$ cat src/rtl/ps2_direction_decoder.sv
// PS/2 Set 2 scan-code stream -> held direction levels for two players (arrows and W/A/S/D).
// Define LAST_KEY_WINS_EN to make each player's outputs one-hot of the most recently made held key.
module ps2_direction_decoder #(
    parameter int PREFIX_TIMEOUT = 1000000,
    parameter int CNT_W          = 20
) (
    input  logic       clock,
    input  logic       reset,
    input  logic       ps2_key_pressed,
    input  logic [7:0] ps2_out,
    output logic       upSig,
    output logic       rightSig,
    output logic       downSig,
    output logic       leftSig,
    output logic       upSig2,
    output logic       rightSig2,
    output logic       downSig2,
    output logic       leftSig2,
    output logic [2:0] dir0_code,
    output logic [2:0] dir1_code,
    output logic       seq_error
);

    typedef enum logic [1:0] {
        IDLE,
        EXT,
        BRK,
        EXT_BRK
    } state_t;

    localparam logic [7:0]       BYTE_EXT = 8'hE0;
    localparam logic [7:0]       BYTE_BRK = 8'hF0;
    localparam logic [CNT_W-1:0] CNT_LAST = CNT_W'(PREFIX_TIMEOUT - 1);

    // Direction masks use bit 0 = up, 1 = right, 2 = down, 3 = left for both players.
    function automatic logic [3:0] map_ext(input logic [7:0] b);
        case (b)
            8'h75:   return 4'b0001;
            8'h74:   return 4'b0010;
            8'h72:   return 4'b0100;
            8'h6B:   return 4'b1000;
            default: return 4'b0000;
        endcase
    endfunction

    function automatic logic [3:0] map_std(input logic [7:0] b);
        case (b)
            8'h1D:   return 4'b0001;
            8'h23:   return 4'b0010;
            8'h1B:   return 4'b0100;
            8'h1C:   return 4'b1000;
            default: return 4'b0000;
        endcase
    endfunction

    function automatic logic [2:0] dir_code(input logic [3:0] s);
        case (s)
            4'b0001: return 3'd1;
            4'b0010: return 3'd2;
            4'b0100: return 3'd3;
            4'b1000: return 3'd4;
            default: return 3'd0;
        endcase
    endfunction

    function automatic logic [2:0] lowest_code(input logic [3:0] s);
        if (s[0]) return 3'd1;
        if (s[1]) return 3'd2;
        if (s[2]) return 3'd3;
        if (s[3]) return 3'd4;
        return 3'd0;
    endfunction

    function automatic logic [3:0] code_onehot(input logic [2:0] c);
        case (c)
            3'd1:    return 4'b0001;
            3'd2:    return 4'b0010;
            3'd3:    return 4'b0100;
            3'd4:    return 4'b1000;
            default: return 4'b0000;
        endcase
    endfunction

    // A newly pressed key wins; releasing the winner falls back to the lowest held direction.
    function automatic logic [2:0] next_win(input logic [2:0] win, input logic [3:0] held_old,
                                            input logic [3:0] held_new, input logic [3:0] make);
        logic [3:0] fresh;
        fresh = make & ~held_old;
        if (fresh != 4'b0000) return lowest_code(fresh);
        if ((win != 3'd0) && ((code_onehot(win) & held_new) == 4'b0000)) return lowest_code(held_new);
        return win;
    endfunction

    state_t           state_q;
    state_t           state_nxt;
    logic [CNT_W-1:0] cnt_q;
    logic [CNT_W-1:0] cnt_nxt;
    logic [3:0]       held0_p0;
    logic [3:0]       held1_p0;
    logic [3:0]       held0_nxt;
    logic [3:0]       held1_nxt;
    logic [3:0]       mask0;
    logic [3:0]       mask1;
    logic             is_ext;
    logic             is_brk;
    logic             err_nxt;
    logic [3:0]       sig0;
    logic [3:0]       sig1;

    always_comb begin
        state_nxt = state_q;
        cnt_nxt   = cnt_q;
        held0_nxt = held0_p0;
        held1_nxt = held1_p0;
        err_nxt   = 1'b0;
        mask0     = 4'b0000;
        mask1     = 4'b0000;
        is_ext    = (state_q == EXT) || (state_q == EXT_BRK);
        is_brk    = (state_q == BRK) || (state_q == EXT_BRK);
        if (ps2_key_pressed) begin
            cnt_nxt = '0;
            if (ps2_out == BYTE_EXT) begin
                state_nxt = is_brk ? EXT_BRK : EXT;
            end else if (ps2_out == BYTE_BRK) begin
                state_nxt = is_ext ? EXT_BRK : BRK;
            end else begin
                state_nxt = IDLE;
                if (is_ext) mask0 = map_ext(ps2_out);
                else        mask1 = map_std(ps2_out);
                if (is_brk) begin
                    held0_nxt = held0_p0 & ~mask0;
                    held1_nxt = held1_p0 & ~mask1;
                end else begin
                    held0_nxt = held0_p0 | mask0;
                    held1_nxt = held1_p0 | mask1;
                end
            end
        end else if (state_q != IDLE) begin
            // Stale prefix: drop the sequence, keep the held keys.
            if (cnt_q == CNT_LAST) begin
                state_nxt = IDLE;
                cnt_nxt   = '0;
                err_nxt   = 1'b1;
            end else begin
                cnt_nxt = cnt_q + 1'b1;
            end
        end
    end

    // Stage p0: decoder state, held keys, error pulse.
    always_ff @(posedge clock or negedge reset) begin
        if (!reset) begin
            state_q   <= IDLE;
            cnt_q     <= '0;
            held0_p0  <= 4'b0000;
            held1_p0  <= 4'b0000;
            seq_error <= 1'b0;
        end else begin
            state_q   <= state_nxt;
            cnt_q     <= cnt_nxt;
            held0_p0  <= held0_nxt;
            held1_p0  <= held1_nxt;
            seq_error <= err_nxt;
        end
    end

`ifdef LAST_KEY_WINS_EN
    logic [2:0] win0_p0;
    logic [2:0] win1_p0;
    logic [2:0] win0_nxt;
    logic [2:0] win1_nxt;

    always_comb begin
        win0_nxt = next_win(win0_p0, held0_p0, held0_nxt, is_brk ? 4'b0000 : mask0);
        win1_nxt = next_win(win1_p0, held1_p0, held1_nxt, is_brk ? 4'b0000 : mask1);
    end

    always_ff @(posedge clock or negedge reset) begin
        if (!reset) begin
            win0_p0 <= 3'd0;
            win1_p0 <= 3'd0;
        end else begin
            win0_p0 <= win0_nxt;
            win1_p0 <= win1_nxt;
        end
    end

    assign sig0 = code_onehot(win0_p0);
    assign sig1 = code_onehot(win1_p0);
`else
    assign sig0 = held0_p0;
    assign sig1 = held1_p0;
`endif

    // Stage p1: direction codes from the visible levels.
    always_ff @(posedge clock or negedge reset) begin
        if (!reset) begin
            dir0_code <= 3'd0;
            dir1_code <= 3'd0;
        end else begin
            dir0_code <= dir_code(sig0);
            dir1_code <= dir_code(sig1);
        end
    end

    assign upSig     = sig0[0];
    assign rightSig  = sig0[1];
    assign downSig   = sig0[2];
    assign leftSig   = sig0[3];
    assign upSig2    = sig1[0];
    assign rightSig2 = sig1[1];
    assign downSig2  = sig1[2];
    assign leftSig2  = sig1[3];

endmodule

$ cat config.mk
export PLATFORM = sky130hd
export DESIGN_NAME = ps2_direction_decoder
export DESIGN_NICKNAME = d
export VERILOG_FILES = /design/src/rtl/ps2_direction_decoder.sv
export SDC_FILE = /design/constraint.sdc
export NUM_CORES = 1
export LEC_CHECK = 0
export ABC_AREA = 1
export CORE_MARGIN = 3
export CORE_UTILIZATION = 60
export DETAILED_ROUTE_END_ITERATION = 7
export PLACE_DENSITY_LB_ADDON = 0.1
export SLEW_MARGIN = 25
export SYNTH_ARGS = -nofsm -noshare
export SYNTH_HDL_FRONTEND = slang
export SYNTH_SLANG_ARGS = --single-unit
$ cat constraint.sdc
create_clock -name clock -period 3.3 [get_ports clock]
set_input_delay 0.66 -clock clock [delete_from_list [all_inputs] [get_ports clock]]
set_output_delay 0.66 -clock clock [all_outputs]
set_load 0.03 [all_outputs]
==> run summary <==
layout cells sized above 1: 12.1%
sequential area share after synthesis: 42.2%
die width: 66.5 microns
clock sink total: 37
sequential share of power: 53.9%
area share of the largest cell type after synthesis: 42.2%
io pins: 26
post-synth cell types: 30
fin worst setup slack: 1.11 ns
final hold violations: 0
setup TNS: 0 ns
Post-route DRC: 0
hold crit path type: in2async
vias per cell: 5.23
clock power share: 36.9%
top cells by area, synth: dfrtp_1, nand2_1, inv_1, nand3_1, nor2_1
CTS resizes: 0
Ys Warns: 0
outcome: finished, final reports clean
delay-heaviest family, CP: buffers and inverters
Worst R2R Start: cnt_q[0]
diode count: 0
CTS Hold Buffers Added: 0
largest net degree at the start of global routing: 38
RSZ-0062 raised after global routing: no
top_reg_cell synth: dfrtp_1
WP data arrival: 1.53 ns
fillers: 278
first-pass GRT wire length: 8110 microns
Area Growth Syn to Fin: 16.4%
Via Count: 1924
Avg Synthesized Cell Area: 7.54 sq um
wire per inst: 12.5 microns
vias in the first global route: 1781
Post-DRT Antenna Nets: 0
hpwl dp: 3580 microns
cell area after synthesis: 2190 sq um
slowest stage delay, CP: 0.72 ns
area leader, netlist: dfrtp_1
CTS clock-pin slew for the worst setup and hold paths: 0.12 ns
crit share post-route: 66.4%
drt first pass iters: 5
drt initial violations: 123
net count reported at finish: 333
Worst Setup Start Kind: flop
Place WS: 1.14 ns
die area: 4420 sq um
CP max FO: 6
Final Critical Period: 2.19 ns
Syn Nets: 303
Crit-path slowest cell: clkdlybuf4s50_1
Initial Utilization: 64.2%
P_sw: 0.213 mW
Cells after Synth: 291
top cells by count, synth: nand2_1, dfrtp_1, inv_1
Tot GR Track Use: 24.1%
Worst-Skew Late Latency: 0.35 ns
total power: 0.861 mW
number of port buffers: 25
Post-synth ARST share: 100%
VDD IR-drop max: 0.189 mV
EDFF count, synth: 0
Sw Share: 24.7%
Leak: 1.07 nW
critical path buffer and inverter count: 1
cell area power density: 337 nW/um^2
clock tree buffer depth: 2
Root Buffer: clkbuf_4
Gate power share: 9.2%
WS Path Type: reg2out
initial antenna violation count: 0
max cap viols: 0
H-Tree Depth: 2
worst slew pin tran: 0.773 ns
Final setup viols: 0
Die Y: 66.5 microns
Pins Over Slew Limit: 0
Routed Wire Length: 4600 microns
Max-slew headroom: 48.5%
crit path capture type: output port
TritonCTS Buffers: 5
total gr overflow: 0
Worst Skew: 0.00657 ns
Yosys reg bits: 37
core box area: 3420 sq um
CTS tree: yes
# rows: 21
final core occ: 74.7%
maximum clock frequency: 0.456 GHz
cells along the critical path: clkdlybuf4s50_1
internal power: 0.648 mW
most common cell in the netlist: nand2_1
CP required: 2.64 ns
GPL Wtd Cong: 0.894
post-CTS setup buffers: 0
kinds of logic after synthesis:
| logic type | count (synthesis) | share of synthesized area (%) |
|---|---|---|
| and+or+nand+nor | 179 | 39.2 |
| AOI/OAI and AO/OA | 24 | 6.73 |
| xor gates and xnor gates | 8 | 3.19 |
| DFF | 37 | 42.2 |
| adders and majority gates | 1 | 0.570 |
| buffers and inverters | 42 | 8.10 |
metrics by stage:
stage,cells,instance area (sq um),hold WS [ns]
2_1_floorplan,291,2190,0.364
3_3_place_gp,360,2470,0.466
3_5_place_dp,360,2470,0.476
4_1_cts,368,2550,0.394
5_1_grt,368,2550,0.437
6_report,368,2550,0.373
placed cells by master, fill, tap and decap left out, drive strengths merged, types with 6 or more instances in the layout:
master / instances
o21ai: 11
dfrtp: 37
nand3: 25
nor4: 6
nand4: 7
inv: 40
nor2: 47
nand2: 79
clkdlybuf4s50: 24
nor3: 13
worst reg2reg max path, cell delays in order, from the launching register on:
cell and delay [ns]:
dfrtp_1 0.41, ha_1 0.22, nand2_1 0.10, nor2_4 0.15
nand2_2 0.08, nor2_4 0.12, nand3_2 0.09, nand2_4 0.19
nor2_1 0.08
power by group through the flow:
stage / clock network [mW] / logic, mW / registers, mW
after global placement: 0 / 0.0787 / 0.472
final: 0.318 / 0.0792 / 0.464
after global routing: 0.346 / 0.0880 / 0.465
after CTS: 0.323 / 0.0802 / 0.463
after detailed placement: 0 / 0.0802 / 0.472
after floorplan: 0 / 0.0308 / 0.483
area by class of cell:
| class | instances | area [sq um] | share of cell area [%] |
|---|---|---|---|
| Timing Repair Buffer | 25 | 245 | 9.61 |
| Tap cell | 46 | 57.6 | 2.25 |
| Multi-Input combinational cell | 212 | 1090 | 42.7 |
| Inverter | 40 | 150 | 5.88 |
| Clock inverter | 3 | 46.3 | 1.81 |
| Clock buffer | 5 | 37.5 | 1.47 |
| Sequential cell | 37 | 926 | 36.3 |
layer usage:
metal  wire (microns)  global-route usage [%]
met5                0                       0
met4               74                    7.36
met3              265                    6.41
met2             2100                    35.7
met1             2150                    34.3
path summary, 6_finish.rpt:
kind / end / slack [ns] / cells past startpoint
worst max-delay path: rightSig2 / 1.11 / 1
worst min-delay path: cnt_q[15] / 0.37 / 1
worst max register to register: cnt_q[11] / 1.75 / 8
worst min register to register: dir1_code[2] / 0.49 / 1
max in group asynchronous: cnt_q[2] / 2.44 / 1
min in group clock: dir1_code[2] / 0.49 / 1
Note: power is estimated with default switching activity, not from simulation.
